`config.mk`:
```
export PLATFORM = sky130hd
export DESIGN_NAME = sb_rx_packet_decoder
export DESIGN_NICKNAME = d
export VERILOG_FILES = /design/src/rtl/sb_rx_pkg.sv /design/src/rtl/sb_rx_pattern_detector.sv /design/src/rtl/sb_rx_packet_decoder.sv
export SDC_FILE = /design/constraint.sdc
export NUM_CORES = 1
export LEC_CHECK = 0
export ABC_AREA = 0
export BUFFER_PORTS_ARGS = -buffer_cell sky130_fd_sc_hd__buf_4
export CAP_MARGIN = 20
export CORE_ASPECT_RATIO = 2
export CORE_MARGIN = 4
export CORE_UTILIZATION = 45
export DETAILED_ROUTE_END_ITERATION = 12
export GPL_TIMING_DRIVEN = 0
export PLACE_DENSITY_LB_ADDON = 0.15
export SETUP_SLACK_MARGIN = 0.3
export SLEW_MARGIN = 20
export SYNTH_ARGS = -nofsm -noshare
export SYNTH_HDL_FRONTEND = slang
export SYNTH_SLANG_ARGS = --single-unit
```
`constraint.sdc`:
```
create_clock -name i_clk -period 1.7 [get_ports i_clk]
set_input_delay 0.34 -clock i_clk [delete_from_list [all_inputs] [get_ports i_clk]]
set_output_delay 0.34 -clock i_clk [all_outputs]
set_load 0.01 [all_outputs]
```
`src/rtl/sb_rx_pkg.sv`:
```
// Shared sideband packet format: opcodes, field positions, the pattern word
// and the decoder FSM states. The TX encoder imports the same constants.
package sb_rx_pkg;

  localparam logic [4:0]  MSG_NO_DATA   = 5'b10010;
  localparam logic [4:0]  MSG_WITH_DATA = 5'b11011;
  localparam logic [63:0] SB_PATTERN    = 64'hAAAA_AAAA_AAAA_AAAA;

  localparam int OPCODE_LSB  = 0;
  localparam int OPCODE_MSB  = 4;
  localparam int CODE_LSB    = 14;
  localparam int CODE_MSB    = 21;
  localparam int SUBCODE_LSB = 32;
  localparam int SUBCODE_MSB = 39;
  localparam int INFO_LSB    = 40;
  localparam int INFO_MSB    = 55;
  localparam int CP_BIT      = 62;
  localparam int DP_BIT      = 63;

  typedef enum logic [0:0] {
    IDLE      = 1'b0,
    WAIT_DATA = 1'b1
  } rx_state_e;

  typedef struct packed {
    logic [7:0]  code;
    logic [7:0]  subcode;
    logic [15:0] info;
    logic        dp;
  } rx_hdr_t;

  // Control parity is good when the XOR over header[62:0] (CP included) is 0.
  function automatic logic ctrl_parity_ok(input logic [63:0] word);
    return ~(^word[CP_BIT:0]);
  endfunction

  function automatic rx_hdr_t extract_hdr(input logic [63:0] word);
    rx_hdr_t h;
    h.code    = word[CODE_MSB:CODE_LSB];
    h.subcode = word[SUBCODE_MSB:SUBCODE_LSB];
    h.info    = word[INFO_MSB:INFO_LSB];
    h.dp      = word[DP_BIT];
    return h;
  endfunction

endpackage

```
`src/rtl/sb_rx_pattern_detector.sv`:
```
// SBINIT pattern hunter: saturating count of consecutive pattern words and
// a sticky lock flag, both cleared whenever the enable is low.
module sb_rx_pattern_detector
  import sb_rx_pkg::*;
#(
  parameter int PATTERN_WORDS = 2
) (
  input  logic        clk,
  input  logic        rst_n,
  input  logic        en,
  input  logic        strobe,
  input  logic [63:0] word,
  output logic        detected
);

  localparam int PW = $clog2(PATTERN_WORDS + 1);
  localparam logic [PW-1:0] TARGET = PW'(PATTERN_WORDS);
  localparam logic [PW-1:0] ONE    = PW'(1);

  logic [PW-1:0] cnt;
  logic [PW-1:0] cnt_nxt;

  // Next match count: saturate on pattern, clear on any other word.
  always_comb begin
    cnt_nxt = cnt;
    if (!en) begin
      cnt_nxt = '0;
    end else if (strobe && (word == SB_PATTERN)) begin
      cnt_nxt = (cnt == TARGET) ? cnt : cnt + ONE;
    end else if (strobe) begin
      cnt_nxt = '0;
    end else begin
      cnt_nxt = cnt;
    end
  end

  // Count register and sticky flag.
  always_ff @(posedge clk or negedge rst_n) begin
    if (!rst_n) begin
      cnt      <= '0;
      detected <= 1'b0;
    end else begin
      cnt      <= cnt_nxt;
      detected <= en & (detected | (cnt_nxt == TARGET));
    end
  end

endmodule

```
`src/rtl/sb_rx_packet_decoder.sv`:
```
// Sideband RX decoder: pattern lock plus header-only / header-plus-data
// message decode with control/data parity checks and a data-wait timeout.
module sb_rx_packet_decoder
  import sb_rx_pkg::*;
#(
  parameter int DATA_WAIT_TIMEOUT = 255,
  parameter int PATTERN_WORDS     = 2
) (
  input  logic        i_clk,
  input  logic        i_rst_n,
  input  logic        i_de_ser_done,
  input  logic [63:0] i_deser_data,
  input  logic        i_pattern_detect_en,
  output logic        o_pattern_detected,
  output logic        o_msg_valid,
  output logic [7:0]  o_msg_code,
  output logic [7:0]  o_msg_subcode,
  output logic [15:0] o_msg_info,
  output logic        o_has_data,
  output logic [63:0] o_data,
  output logic        o_decode_err,
  output logic        o_busy
);

  localparam int CW = $clog2(DATA_WAIT_TIMEOUT + 1);
  localparam logic [CW-1:0] TIMEOUT_LOAD = CW'(DATA_WAIT_TIMEOUT);
  localparam logic [CW-1:0] CNT_ONE      = CW'(1);

  rx_state_e     state;
  rx_state_e     state_nxt;
  logic [CW-1:0] cnt;
  logic [CW-1:0] cnt_nxt;
  rx_hdr_t       hdr;
  rx_hdr_t       hdr_nxt;
  logic          cp_ok;
  logic          cp_ok_nxt;
  logic          valid_nxt;
  logic          err_nxt;
  logic          with_data;
  rx_hdr_t       fld;
  logic [4:0]    opcode;

  assign opcode = i_deser_data[OPCODE_MSB:OPCODE_LSB];

  sb_rx_pattern_detector #(
    .PATTERN_WORDS (PATTERN_WORDS)
  ) u_pattern (
    .clk      (i_clk),
    .rst_n    (i_rst_n),
    .en       (i_pattern_detect_en),
    .strobe   (i_de_ser_done),
    .word     (i_deser_data),
    .detected (o_pattern_detected)
  );

  // Decode FSM next-state, timeout and pulse generation.
  always_comb begin
    state_nxt = state;
    cnt_nxt   = cnt;
    hdr_nxt   = hdr;
    cp_ok_nxt = cp_ok;
    valid_nxt = 1'b0;
    err_nxt   = 1'b0;
    with_data = 1'b0;
    fld       = extract_hdr(i_deser_data);
    case (state)
      IDLE: begin
        if (i_de_ser_done && !i_pattern_detect_en && (i_deser_data != SB_PATTERN)) begin
          if (opcode == MSG_NO_DATA) begin
            if (ctrl_parity_ok(i_deser_data) && !i_deser_data[DP_BIT]) begin
              valid_nxt = 1'b1;
            end else begin
              err_nxt = 1'b1;
            end
          end else if (opcode == MSG_WITH_DATA) begin
            hdr_nxt   = extract_hdr(i_deser_data);
            cp_ok_nxt = ctrl_parity_ok(i_deser_data);
            cnt_nxt   = TIMEOUT_LOAD;
            state_nxt = WAIT_DATA;
          end else begin
            err_nxt = 1'b1;
          end
        end else begin
          state_nxt = IDLE;
        end
      end
      WAIT_DATA: begin
        fld = hdr;
        if (i_pattern_detect_en) begin
          state_nxt = IDLE;
          cnt_nxt   = '0;
        end else if (i_de_ser_done) begin
          // A strobe on the expiring cycle still wins over the timeout.
          state_nxt = IDLE;
          cnt_nxt   = '0;
          if (cp_ok && ((^i_deser_data) == hdr.dp)) begin
            valid_nxt = 1'b1;
            with_data = 1'b1;
          end else begin
            err_nxt = 1'b1;
          end
        end else if (cnt <= CNT_ONE) begin
          state_nxt = IDLE;
          cnt_nxt   = '0;
          err_nxt   = 1'b1;
        end else begin
          cnt_nxt = cnt - CNT_ONE;
        end
      end
      default: begin
        state_nxt = IDLE;
        cnt_nxt   = '0;
      end
    endcase
  end

  // State, header capture and timeout counter.
  always_ff @(posedge i_clk or negedge i_rst_n) begin
    if (!i_rst_n) begin
      state <= IDLE;
      cnt   <= '0;
      hdr   <= '0;
      cp_ok <= 1'b0;
    end else begin
      state <= state_nxt;
      cnt   <= cnt_nxt;
      hdr   <= hdr_nxt;
      cp_ok <= cp_ok_nxt;
    end
  end

  // Registered outputs; fields only move on a good message.
  always_ff @(posedge i_clk or negedge i_rst_n) begin
    if (!i_rst_n) begin
      o_msg_valid   <= 1'b0;
      o_decode_err  <= 1'b0;
      o_busy        <= 1'b0;
      o_msg_code    <= 8'h00;
      o_msg_subcode <= 8'h00;
      o_msg_info    <= 16'h0000;
      o_has_data    <= 1'b0;
      o_data        <= 64'h0;
    end else begin
      o_msg_valid  <= valid_nxt;
      o_decode_err <= err_nxt;
      o_busy       <= (state_nxt == WAIT_DATA);
      if (valid_nxt) begin
        o_msg_code    <= fld.code;
        o_msg_subcode <= fld.subcode;
        o_msg_info    <= fld.info;
        o_has_data    <= with_data;
        o_data        <= with_data ? i_deser_data : 64'h0;
      end
    end
  end

endmodule

```
==> results.cfg <==
[placement]
gp_congestion = 0.859
numPortBuffers = 167
dp_hpwl_mm = 14.3
placed_cells = 919

[critical_path]
setup.worst_path.start = i_deser_data[34]
reg2reg_to = o_msg_info[10]
path_class = in -> reg
critPathRequiredTime_ns = 2.00
critPathMaxFanout = 5
endpoint_kind = register
start_kind = input pin
cp-endpoint = o_msg_info[10]
rr_startpoint = o_busy
regToRegSetupSlack_ns = -0.51
critPathArrivalTime_ns = 3.00
r2r.worst_path.cells = 11

[job]
maxCapViolCount = 0

[synth]
ys_types = 41
ys_warn_count = 0
ys_seq_area_frac = 0.536
netlist_top_cells_area = dfrtp_1, mux2_2, a22o_1
netlist_instances = 556
yosysTopAreaCellShare = 0.536
yosys_register_bits = 145
syn-mean-instance-area_sq_um = 12.2
syn_nets = 661
yosysTopAreaCell = dfrtp_1
synth_area_sq_um = 6770

[finish]
layout_commonest_cell = buf_4
instances_no_fill = 986
diodes = 0
final_nets = 883
syn_to_final_growth_pct = 56.1
drive_above_1_share = 0.532
final_cell_mix = buf_4, dfrtp_1, a22o_1

[sta]
fin_crit_sh = 1.58
finalHoldViolCount = 0
tns_ns = -92.48
rsz0062_at_grt = yes
max_clock_freq_mhz = 371
setup_viol = 128
finalWorstSetupSlack_ns = -0.993
slew_headroom = 0.457
slew_violations = 0
max_slew.worst_pin.slew_ns = 0.814
finalClockSkew_ns = 0.00949
fin_crit_ns = 2.69

[floorplan]
dieArea_sq_um = 17200
start_util = 0.457
die_w_um = 94.7
std_cell_rows = 63
io_pins = 169
dieHeight_um = 181
core_area_sq_um = 14800

[clock_tree]
clock_sinks = 145
clock_latency_ns = 0.42
clockBufferDepth = 2
cts_buffers = 17
cts_max_level = 4
cts.clk_slew.worst_paths_ns = 0.07
cts_tree = yes
clock-root-buffer = clkbuf_16

[pwr]
p_switching_mw = 3.54
leakage_nw = 5.37
peakVddDrop_uv = 712
power_density_nw_per_um2 = 1090
p_seq_frac = 0.366
power_frac_comb = 0.319
p_sw_frac = 0.306
internal_power_mw = 8.02
power.total_mw = 11.6
pwr-share-clk = 0.316

[global_routing]
track_usage = 0.248
antenna_found_initial = 0
grt_pass1_wl_mm = 32.3
grt_pass1_vias = 5853
grt.overflow.total = 0
grt_max_degree = 100

[routing]
ant_nets = 0
drtIter0Drc = 209
drc = 0
wl_per_cell_um = 21.0
firstDrtPassIters = 4
wl_mm = 20.7
vias = 5363
via_per_inst = 5.44

[run_status]
violations = setup timing
status = finished with violations

[hold_path]
hp-class = in -> reg
==> worst max-delay path: stages <==
cell and delay [ns]:
buf_4 0.12, inv_2 0.09, ha_4 0.22, xnor2_4 0.21, xnor2_2 0.15, xnor3_1 0.42, xnor3_2 0.36, mux2i_4 0.31
a21oi_4 0.06, buf_12 0.16, buf_12 0.12, buf_16 0.13, mux2_4 0.29
==> worst min path at each step <==
stage | from | endpoint | slack, ns | cells past startpoint
detailed placement | i_rst_n | o_msg_valid | 0.27 | 1
floorplan | i_rst_n | cnt[0] | 0.04 | 0
global placement | hdr[31] | hdr[31] | 0.47 | 2
finish | i_deser_data[28] | o_data[28] | 0.16 | 2
CTS | i_pattern_detect_en | o_decode_err | 0.13 | 2
global route | i_deser_data[26] | o_data[26] | 0.15 | 2
==> flip-flops by register name, summed over array words and instances, names as in the netlist <==
| signal | cells |
|---|---|
| cnt | 8 |
| cp_ok | 1 |
| hdr | 33 |
| o_busy | 1 |
| o_data | 64 |
| o_decode_err | 1 |
| o_has_data | 1 |
| o_msg_code | 8 |
| o_msg_info | 16 |
| o_msg_subcode | 8 |
| o_msg_valid | 1 |
| u_pattern.cnt | 2 |
| u_pattern.detected | 1 |
==> power by group through the flow <==
stage                     sequential (mW)  combinational, mW  clock [mW]
final                                4.22               3.68        3.65
after global routing                 4.28               3.91        3.85
after CTS                            4.21               3.58        3.70
after detailed placement             4.25               2.85           0
after global placement               4.24               2.79           0
after floorplan                      4.33               1.63           0
==> Yosys cell counts <==
cell type / n
o311ai_0: 5
a21o_1: 1
a22o_1: 63
xnor2_2: 1
a41oi_1: 1
mux2_1: 5
buf_2: 3
o22a_1: 1
xnor3_2: 1
buf_1: 2
o41ai_1: 1
and3_1: 5
xor2_1: 2
or3_1: 1
buf_6: 1
a21oi_1: 6
a31oi_1: 1
mux2i_4: 1
nor3b_1: 1
nand2_1: 46
nor3_1: 4
xnor3_1: 3
dfrtp_1: 145
clkbuf_1: 17
a21oi_4: 1
mux2_2: 61
o22ai_1: 1
o21ai_0: 38
nand3_1: 3
nor4_1: 2
a211o_1: 1
o21bai_1: 1
ha_1: 37
nand2b_1: 1
xnor2_1: 22
nand4_1: 8
and2_1: 1
o211ai_1: 2
nor2_1: 9
buf_4: 8
inv_1: 43
==> logic make-up after synthesis <==
group / count (synthesis) / share of synthesized area
flip-flops: 145 / 0.536
adder cells (fa/ha/maj): 37 / 0.0684
buffers and inverters: 74 / 0.0472
multiplexers: 67 / 0.113
XOR/XNOR: 29 / 0.0470
AO/OA/AOI/OAI: 123 / 0.134
AND/OR/NAND/NOR: 81 / 0.0535
==> stage by stage <==
step	area, sq um	util	hold slack (ns)	setup slack, ns
floorplan	7280	-	0.0444	-1.05
global placement	8780	0.592	0.466	-1.74
detailed placement	8810	0.595	0.269	-1.73
CTS	10400	0.699	0.130	-0.957
global route	10600	0.713	0.150	-1.06
finish	10600	0.713	0.155	-0.993
==> repair_timing <==
| action | in CTS | in global routing |
|---|---|---|
| endpoints found under the hold margin | 46 | 0 |
| endpoints found under the setup margin | 145 | 145 |
| pin swaps | 15 | 9 |
| cloned | 8 | 3 |
| hold buffers | 1 | 0 |
| setup buffers | 21 | 2 |
| resized for setup | 130 | 36 |
==> layer usage <==
layer | vias to the layer above | track usage | routed length (um)
met4 | 0 | 0.108 | 684
met2 | 145 | 0.449 | 11900
met1 | 2745 | 0.279 | 7440
met3 | 41 | 0.0394 | 763
met5 | - | 0 | 0
li1 | 2432 | - | -
==> area by class of cell <==
class / count / area, sq um
repair buffers: 203 / 1890
inverters: 43 / 226
multi-input cells: 337 / 3550
plain buffers: 31 / 442
flip-flops and latches: 145 / 3630
clock buffers: 18 / 439
fillers: 1058 / 4260
clock inverters: 14 / 139
well taps: 195 / 244
Note: power is estimated with default switching activity, not from simulation.
